## config.mk

```make
export PLATFORM = sky130hd
export DESIGN_NAME = wb_dmi_master_flat
export DESIGN_NICKNAME = d
export VERILOG_FILES = /design/src/rtl/dm_pkg.sv /design/src/rtl/wb_dmi_master_pkg.sv /design/src/rtl/wb_dmi_master_if.sv /design/src/rtl/wb_dmi_master_dmi_rst_pulse.sv /design/src/rtl/wb_dmi_master.sv /design/src/flat_wrapper.sv
export SDC_FILE = /design/constraint.sdc
export NUM_CORES = 1
export LEC_CHECK = 0
export CAP_MARGIN = 40
export CORE_MARGIN = 3
export CORE_UTILIZATION = 41
export DETAILED_ROUTE_END_ITERATION = 10
export PLACE_DENSITY = 0.89
export SLEW_MARGIN = 20
export SYNTH_ARGS = -nofsm -noshare
export SYNTH_HDL_FRONTEND = slang
export SYNTH_SLANG_ARGS = --single-unit
```

## constraint.sdc

```tcl
create_clock -name clk -period 2.5 [get_ports clk]
set_input_delay 0.75 -clock clk [delete_from_list [all_inputs] [get_ports clk]]
set_output_delay 0.75 -clock clk [all_outputs]
set_load 0.005 [all_outputs]
```

## src/rtl/dm_pkg.sv

```systemverilog
// rtl/dm_pkg.sv - DMI request/response types and encodings shared with the debug module
package dm;

    typedef enum logic [1:0] {
        DTM_NOP   = 2'h0,
        DTM_READ  = 2'h1,
        DTM_WRITE = 2'h2
    } dtm_op_e;

    localparam logic [1:0] DTM_SUCCESS = 2'h0;
    localparam logic [1:0] DTM_ERR     = 2'h2;
    localparam logic [1:0] DTM_BUSY    = 2'h3;

    typedef struct packed {
        logic [6:0]  addr;
        dtm_op_e     op;
        logic [31:0] data;
    } dmi_req_t;

    typedef struct packed {
        logic [31:0] data;
        logic [1:0]  resp;
    } dmi_resp_t;

endpackage

```

## src/rtl/wb_dmi_master_pkg.sv

```systemverilog
// rtl/wb_dmi_master_pkg.sv - state encoding and CTRL register layout of the Wishbone-to-DMI bridge
package wb_dmi_master_pkg;

    typedef enum logic [1:0] {
        ST_IDLE = 2'd0,
        ST_REQ  = 2'd1,
        ST_RESP = 2'd2,
        ST_ACK  = 2'd3
    } state_e;

    // Word address (adr[9:2]) of the bridge's own control register.
    localparam logic [7:0] CTRL_WORD_ADDR = 8'h80;

    // CTRL write bit: pulse dmi_rst_n.
    localparam int CTRL_DMIRESET_BIT = 0;
    // CTRL read bits.
    localparam int CTRL_ERR_STICKY_BIT     = 0;
    localparam int CTRL_TIMEOUT_STICKY_BIT = 1;

endpackage

```

## src/rtl/wb_dmi_master_if.sv

```systemverilog
// rtl/wb_dmi_master_if.sv - Wishbone pipelined bus interface with master/slave modports
// Signals: cyc, stb, we, adr[31:0], sel[3:0], dat_m[31:0] from master;
//          dat_s[31:0], ack, err, stall from slave.
interface wb_if;
    logic        cyc;
    logic        stb;
    logic        we;
    logic [31:0] adr;
    logic [3:0]  sel;
    logic [31:0] dat_m;
    logic [31:0] dat_s;
    logic        ack;
    logic        err;
    logic        stall;

    modport master (
        output cyc, stb, we, adr, sel, dat_m,
        input  dat_s, ack, err, stall
    );

    modport slave (
        input  cyc, stb, we, adr, sel, dat_m,
        output dat_s, ack, err, stall
    );
endinterface

```

## src/rtl/wb_dmi_master_dmi_rst_pulse.sv

```systemverilog
// rtl/wb_dmi_master_dmi_rst_pulse.sv - fixed-length active-low dmi_rst_n pulse generator
// Ports: clk, rst_n (async, active low), trigger (1-cycle request),
//        dmi_rst_n (registered; low for PulseCycles cycles after trigger, low in reset).
module dmi_rst_pulse #(
    parameter int unsigned PulseCycles = 2
) (
    input  logic clk,
    input  logic rst_n,
    input  logic trigger,
    output logic dmi_rst_n
);
    localparam int unsigned CntW = (PulseCycles > 2) ? $clog2(PulseCycles) : 1;

    logic [CntW-1:0] cnt_q, cnt_d;
    logic            rst_n_q, rst_n_d;

    // The trigger cycle itself drives the output low, so the counter only
    // has to cover the remaining PulseCycles-1 cycles.
    always_comb begin
        cnt_d   = cnt_q;
        rst_n_d = 1'b1;
        if (trigger) begin
            cnt_d   = CntW'(PulseCycles - 1);
            rst_n_d = 1'b0;
        end else if (cnt_q != '0) begin
            cnt_d   = cnt_q - CntW'(1);
            rst_n_d = 1'b0;
        end
    end

    always_ff @(posedge clk or negedge rst_n) begin
        if (!rst_n) begin
            cnt_q   <= '0;
            rst_n_q <= 1'b0;
        end else begin
            cnt_q   <= cnt_d;
            rst_n_q <= rst_n_d;
        end
    end

    assign dmi_rst_n = rst_n_q;
endmodule

```

## src/rtl/wb_dmi_master.sv

```systemverilog
// rtl/wb_dmi_master.sv - Wishbone slave to DMI initiator bridge with timeout and CTRL register
// Ports: clk, rst_n (async, active low); wbs (Wishbone pipelined slave);
//        dmi_rst_n, dmi_req_valid/ready, dmi_req, dmi_resp_valid/ready, dmi_resp (DMI initiator).
module wb_dmi_master
    import wb_dmi_master_pkg::*;
#(
    parameter int unsigned TimeoutCycles = 1024
) (
    input  logic          clk,
    input  logic          rst_n,
    wb_if.slave           wbs,
    output logic          dmi_rst_n,
    output logic          dmi_req_valid,
    input  logic          dmi_req_ready,
    output dm::dmi_req_t  dmi_req,
    input  logic          dmi_resp_valid,
    output logic          dmi_resp_ready,
    input  dm::dmi_resp_t dmi_resp
);
    localparam int unsigned    CntW    = $clog2(TimeoutCycles + 1);
    localparam logic [CntW-1:0] CntLast = CntW'(TimeoutCycles - 1);

    state_e        state_q, state_d;
    logic          req_valid_q, req_valid_d;
    logic          resp_ready_q, resp_ready_d;
    dm::dmi_req_t  req_q, req_d;
    logic          ack_q, ack_d;
    logic          err_q, err_d;
    logic [31:0]   dat_s_q, dat_s_d;
    logic          err_sticky_q, err_sticky_d;
    logic          timeout_sticky_q, timeout_sticky_d;
    logic [CntW-1:0] cnt_q, cnt_d;
    logic          is_read_q, is_read_d;
    logic          cyc_lost_q, cyc_lost_d;
    logic          pulse_trigger;

    logic [7:0] word_adr;
    logic       abandoned;
    logic       timed_out;
    logic       unused_adr;

    assign word_adr   = wbs.adr[9:2];
    assign unused_adr = ^{wbs.adr[31:10], wbs.adr[1:0]};
    // Once the master drops cyc the DMI side still finishes, but nobody is
    // left to receive ack/err.
    assign abandoned  = cyc_lost_q | ~wbs.cyc;
    assign timed_out  = (cnt_q == CntLast);

    always_comb begin
        state_d          = state_q;
        req_valid_d      = req_valid_q;
        resp_ready_d     = resp_ready_q;
        req_d            = req_q;
        ack_d            = 1'b0;
        err_d            = 1'b0;
        dat_s_d          = '0;
        err_sticky_d     = err_sticky_q;
        timeout_sticky_d = timeout_sticky_q;
        cnt_d            = cnt_q;
        is_read_d        = is_read_q;
        cyc_lost_d       = cyc_lost_q;
        pulse_trigger    = 1'b0;

        unique case (state_q)
            ST_IDLE: begin
                if (wbs.cyc && wbs.stb) begin
                    cyc_lost_d = 1'b0;
                    if (!word_adr[7]) begin
                        if (wbs.we && (wbs.sel != 4'hF)) begin
                            // DMI registers are 32-bit only; partial writes are refused.
                            state_d      = ST_ACK;
                            err_d        = 1'b1;
                            err_sticky_d = 1'b1;
                        end else begin
                            state_d      = ST_REQ;
                            req_valid_d  = 1'b1;
                            cnt_d        = '0;
                            is_read_d    = ~wbs.we;
                            req_d.addr   = word_adr[6:0];
                            if (wbs.we) begin
                                req_d.op   = dm::DTM_WRITE;
                                req_d.data = wbs.dat_m;
                            end else begin
                                req_d.op   = dm::DTM_READ;
                                req_d.data = '0;
                            end
                        end
                    end else if (word_adr == CTRL_WORD_ADDR) begin
                        state_d = ST_ACK;
                        ack_d   = 1'b1;
                        if (wbs.we) begin
                            err_sticky_d     = 1'b0;
                            timeout_sticky_d = 1'b0;
                            pulse_trigger    = wbs.dat_m[CTRL_DMIRESET_BIT];
                        end else begin
                            dat_s_d[CTRL_ERR_STICKY_BIT]     = err_sticky_q;
                            dat_s_d[CTRL_TIMEOUT_STICKY_BIT] = timeout_sticky_q;
                        end
                    end else begin
                        state_d      = ST_ACK;
                        err_d        = 1'b1;
                        err_sticky_d = 1'b1;
                    end
                end
            end
            ST_REQ: begin
                cnt_d      = cnt_q + CntW'(1);
                cyc_lost_d = abandoned;
                if (dmi_req_ready) begin
                    req_valid_d  = 1'b0;
                    resp_ready_d = 1'b1;
                    state_d      = ST_RESP;
                end else if (timed_out) begin
                    state_d          = ST_ACK;
                    req_valid_d      = 1'b0;
                    err_d            = ~abandoned;
                    timeout_sticky_d = 1'b1;
                    pulse_trigger    = 1'b1;
                end
            end
            ST_RESP: begin
                cnt_d      = cnt_q + CntW'(1);
                cyc_lost_d = abandoned;
                if (dmi_resp_valid) begin
                    resp_ready_d = 1'b0;
                    state_d      = ST_ACK;
                    if (is_read_q) dat_s_d = dmi_resp.data;
                    if (dmi_resp.resp == dm::DTM_SUCCESS) begin
                        ack_d = ~abandoned;
                    end else begin
                        err_d        = ~abandoned;
                        err_sticky_d = 1'b1;
                    end
                end else if (timed_out) begin
                    // A stuck DM is reset so the next access starts clean.
                    state_d          = ST_ACK;
                    resp_ready_d     = 1'b0;
                    err_d            = ~abandoned;
                    timeout_sticky_d = 1'b1;
                    pulse_trigger    = 1'b1;
                end
            end
            ST_ACK: begin
                state_d = ST_IDLE;
            end
            default: begin
                state_d = ST_IDLE;
            end
        endcase
    end

    always_ff @(posedge clk or negedge rst_n) begin
        if (!rst_n) begin
            state_q          <= ST_IDLE;
            req_valid_q      <= 1'b0;
            resp_ready_q     <= 1'b0;
            req_q            <= '0;
            ack_q            <= 1'b0;
            err_q            <= 1'b0;
            dat_s_q          <= '0;
            err_sticky_q     <= 1'b0;
            timeout_sticky_q <= 1'b0;
            cnt_q            <= '0;
            is_read_q        <= 1'b0;
            cyc_lost_q       <= 1'b0;
        end else begin
            state_q          <= state_d;
            req_valid_q      <= req_valid_d;
            resp_ready_q     <= resp_ready_d;
            req_q            <= req_d;
            ack_q            <= ack_d;
            err_q            <= err_d;
            dat_s_q          <= dat_s_d;
            err_sticky_q     <= err_sticky_d;
            timeout_sticky_q <= timeout_sticky_d;
            cnt_q            <= cnt_d;
            is_read_q        <= is_read_d;
            cyc_lost_q       <= cyc_lost_d;
        end
    end

    dmi_rst_pulse #(
        .PulseCycles (2)
    ) u_dmi_rst_pulse (
        .clk       (clk),
        .rst_n     (rst_n),
        .trigger   (pulse_trigger),
        .dmi_rst_n (dmi_rst_n)
    );

    assign wbs.stall      = (state_q != ST_IDLE);
    assign wbs.ack        = ack_q;
    assign wbs.err        = err_q;
    assign wbs.dat_s      = dat_s_q;
    assign dmi_req_valid  = req_valid_q;
    assign dmi_resp_ready = resp_ready_q;
    assign dmi_req        = req_q;
endmodule

```

## src/flat_wrapper.sv

```systemverilog
// flat-port wrapper written by rule: the top's interface ports become plain ports
module wb_dmi_master_flat import wb_dmi_master_pkg::*;
#(
    parameter int unsigned TimeoutCycles = 1024
)
  (clk, rst_n, dmi_rst_n, dmi_req_valid, dmi_req_ready, dmi_req, dmi_resp_valid, dmi_resp_ready, dmi_resp, wbs_cyc, wbs_stb, wbs_we, wbs_adr, wbs_sel, wbs_dat_m, wbs_dat_s, wbs_ack, wbs_err, wbs_stall);
  wb_if wbs_i ();
  input  logic clk;
  input  logic rst_n;
  output logic dmi_rst_n;
  output logic dmi_req_valid;
  input  logic dmi_req_ready;
  output dm::dmi_req_t dmi_req;
  input  logic dmi_resp_valid;
  output logic dmi_resp_ready;
  input  dm::dmi_resp_t dmi_resp;
  input wire logic [$bits(wbs_i.cyc)-1:0] wbs_cyc;
  input wire logic [$bits(wbs_i.stb)-1:0] wbs_stb;
  input wire logic [$bits(wbs_i.we)-1:0] wbs_we;
  input wire logic [$bits(wbs_i.adr)-1:0] wbs_adr;
  input wire logic [$bits(wbs_i.sel)-1:0] wbs_sel;
  input wire logic [$bits(wbs_i.dat_m)-1:0] wbs_dat_m;
  output wire logic [$bits(wbs_i.dat_s)-1:0] wbs_dat_s;
  output wire logic [$bits(wbs_i.ack)-1:0] wbs_ack;
  output wire logic [$bits(wbs_i.err)-1:0] wbs_err;
  output wire logic [$bits(wbs_i.stall)-1:0] wbs_stall;
  assign wbs_i.cyc = wbs_cyc;
  assign wbs_i.stb = wbs_stb;
  assign wbs_i.we = wbs_we;
  assign wbs_i.adr = wbs_adr;
  assign wbs_i.sel = wbs_sel;
  assign wbs_i.dat_m = wbs_dat_m;
  assign wbs_dat_s = wbs_i.dat_s;
  assign wbs_ack = wbs_i.ack;
  assign wbs_err = wbs_i.err;
  assign wbs_stall = wbs_i.stall;
  wb_dmi_master #(.TimeoutCycles(TimeoutCycles)) u_core (.clk(clk), .rst_n(rst_n), .wbs(wbs_i), .dmi_rst_n(dmi_rst_n), .dmi_req_valid(dmi_req_valid), .dmi_req_ready(dmi_req_ready), .dmi_req(dmi_req), .dmi_resp_valid(dmi_resp_valid), .dmi_resp_ready(dmi_resp_ready), .dmi_resp(dmi_resp));
endmodule
```

==> results_dict.tcl <==
set metrics [dict create \
    r2r_end "u_core.cnt_q[6]$_DFFE_PN0P_" \
    clock-root-buffer "clkbuf_8" \
    start_util 0.4288 \
    cts_max_level 3 \
    critPathTopFamily "compound AO/OA/AOI/OAI gates" \
    drt_iter0_markers 175 \
    cpPeakStageDelay_ns 0.49 \
    run_status "finished clean" \
    die-area_um2 11070 \
    ff_latch_area_um2 2377 \
    maxSlewHeadroom 0.6156 \
    port_buffers 163 \
    post_drt_wl_per_cell_um 16.28 \
    finalSetupTns_ns 0 \
    n_antenna_cell 0 \
    r2r_setup_slack_ns 0.39 \
    gp_congestion 0.8940 \
    skew_ns 0.009523 \
    die_h_um 105.2 \
    drt-total-wl_um 11590 \
    yosysTopAreaCellShare 0.5888 \
    synth_cells 402 \
    dr.pass1.iters 4 \
    post_dp_cell_area_um2 5942 \
    numCtsBuffers 9 \
    cts_sinks 95 \
    antenna_found_initial 0 \
    crit_slowest_cell "a2111oi_0" \
    drc 0 \
    fillers 714 \
    nNetsFinal 693 \
    multi_input_area_um2 1524 \
    rsz0062_at_grt "false" \
    vias_per_cell 5.235 \
    crit_required_ns 2.80 \
    cts_tree "done" \
    leakage_uw 0.002836 \
    crit_buf_inv 2 \
    critPathLaunchType "input port" \
    post-route-period-util 0.8787 \
    pin_count 188 \
    timing.fmax_mhz 455.2 \
    fin_area_um2 6202 \
    peakVddDrop_mv 0.4575 \
    crit_arrival_ns 2.50 \
    tightest_slew_ns 0.5753 \
    dieWidth_um 105.2 \
    dr_total_vias 3727 \
    rows 35 \
    fin_crit_ns 2.197 \
    hold_slack_ns 0.2377 \
    power-per-cell-area_nw_per_um2 917.2 \
    dp.cells 694 \
    path_class "in -> reg" \
    ys_seq_elements 95 \
    final_cell_count_no_fill 712 \
    first_global_vias 3598 \
    hold_violations 0 \
    core_area_um2 9415 \
    power_uw 5689 \
    hp-class "in -> async" \
    cts-hold-fix-buffers 0 \
    synth_edf_count 0 \
    synth_top_area_cell "dfrtp_1" \
    grt_pass1_wl_um 18170 \
    synth.distinct_cells 46 \
    syn_to_final_growth_pct 53.61 \
    rr_worst_depth 7 \
    rr_startpoint "u_core.state_q[0]$_DFFE_PN0N_" \
    synth-seq-area-share 0.5888 \
    syn_area_per_cell_um2 10.04 \
    synth.net_count 517 \
    grt_start_max_net_pins 42 \
    drv_slew 0 \
    overflow 0 \
    finalSetupViolCount 0 \
    critPathMaxFanout 3 \
    final_common_cell "clkdlybuf4s50_1" \
    drive_gt1_frac 0.08233 \
    yosysWarnings 0 \
    endpoint_kind "flop" \
    cts_max_path_buffers 2 \
    ys.flop_type "dfrtp_1" \
    cap_violations 0 \
    mostFrequentLayoutCells "clkdlybuf4s50_1, dfrtp_1, nand2_1, nand3_1, and2_1" \
    ant_nets 0 \
    clk_latency_ns 0.35 \
    grt_usage 0.2060 \
    path_clk_slew_ns 0.10 \
    detailed_place_hpwl_um 8812 \
    synth.top_cells.by_area "dfrtp_1, nand2_1, nand3_1" \
    path_cells "clkdlybuf4s50_1 -> nor4_1 -> buf_4 -> nand4_1 -> a2111oi_0 -> o21a_1" \
    synth_area_um2 4038 \
    async_reset_ff_frac 1.000 \
]
-- through the flow --
stage	worst slack, ns	util
after floorplan	0.5577	-
after global placement	-0.07732	0.6311
after detailed placement	-0.06281	0.6311
after CTS	0.01942	0.6561
after global routing	0.08374	0.6587
final	0.3032	0.6587
-- cell usage after synthesis (3+ instances only) --
cell type  number
a2111o_1        4
a2111oi_0       5
a21o_1          4
a21oi_1        11
a22o_1          3
a31oi_1         3
and2_1         31
and3_1          4
buf_1           3
buf_2           5
clkbuf_1       15
dfrtp_1        95
ha_1            6
inv_1          10
nand2_1        94
nand2b_1        3
nand3_1        40
nand4_1         3
nor2_1          6
nor3_1          3
o2111ai_1       3
o21ai_0        20
-- what timing repair did --
action	in CTS	in global routing
endpoints found under the setup margin	0	1
setup buffers	0	1
resized for setup	0	1
-- worst max path at each step --
stage | start | to | slack [ns] | cells past startpoint
after global placement | wbs_adr[4] | u_core.timeout_sticky_q$_DFFE_PN0P_ | -0.08 | 6
after floorplan | wbs_sel[3] | u_core.cnt_q[10]$_DFFE_PN0P_ | 0.56 | 5
after detailed placement | wbs_adr[7] | u_core.timeout_sticky_q$_DFFE_PN0P_ | -0.06 | 6
after CTS | u_core.state_q[0]$_DFFE_PN0N_ | wbs_stall | 0.02 | 4
after global routing | wbs_adr[4] | u_core.timeout_sticky_q$_DFFE_PN0P_ | 0.08 | 6
final | wbs_adr[7] | u_core.timeout_sticky_q$_DFFE_PN0P_ | 0.30 | 6
-- power breakdown --
group	internal [uW]	switching, uW	leakage, uW
sequential	2000	287	0.00125
clock	584	574	0.000118
combinational	1210	1030	0.00147
-- layout make-up --
type | instances | area share
flip-flops and latches | 95 | 0.3833
repair buffers | 190 | 0.3010
multi-input cells | 272 | 0.2457
well taps | 129 | 0.02602
clock buffers | 9 | 0.01997
clock inverters | 7 | 0.01795
inverters | 10 | 0.006052
-- per-layer routing --
metal | up-vias | routed length [um] | GRT usage
met4 | 0 | 293 | 0.07029
met2 | 149 | 5946 | 0.3643
li1 | 1728 | - | -
met1 | 1821 | 4510 | 0.2468
met3 | 29 | 841 | 0.04593
met5 | - | 0 | 0
-- flip-flops by register name (all words and copies together) (netlist names), 2 cells and up --
| name | count |
|---|---|
| u_core.wbs.dat_s | 32 |
| u_core.cnt_q | 11 |
| u_core.dmi_req | 41 |
| u_core.state_q | 2 |
-- cells by family (layout without fill, tap and decap cells) --
family          count (synthesis)  count (layout)  share of synthesized area
simple gates                  196             196                     0.2364
flops                          95              95                     0.5888
compound gates                 70              70                     0.1202
buf+inv                        35             216                    0.03594
fa+ha+maj                       6               6                    0.01859
-- worst reg2reg max path, stage by stage, from the launching register on --
cell	delay (ns)
dfrtp_1	0.41
inv_1	0.15
ha_1	0.22
buf_4	0.18
nand3_4	0.09
a211o_2	0.43
a2111oi_0	0.41
o21bai_1	0.16
(Power assumes the default switching activity.)
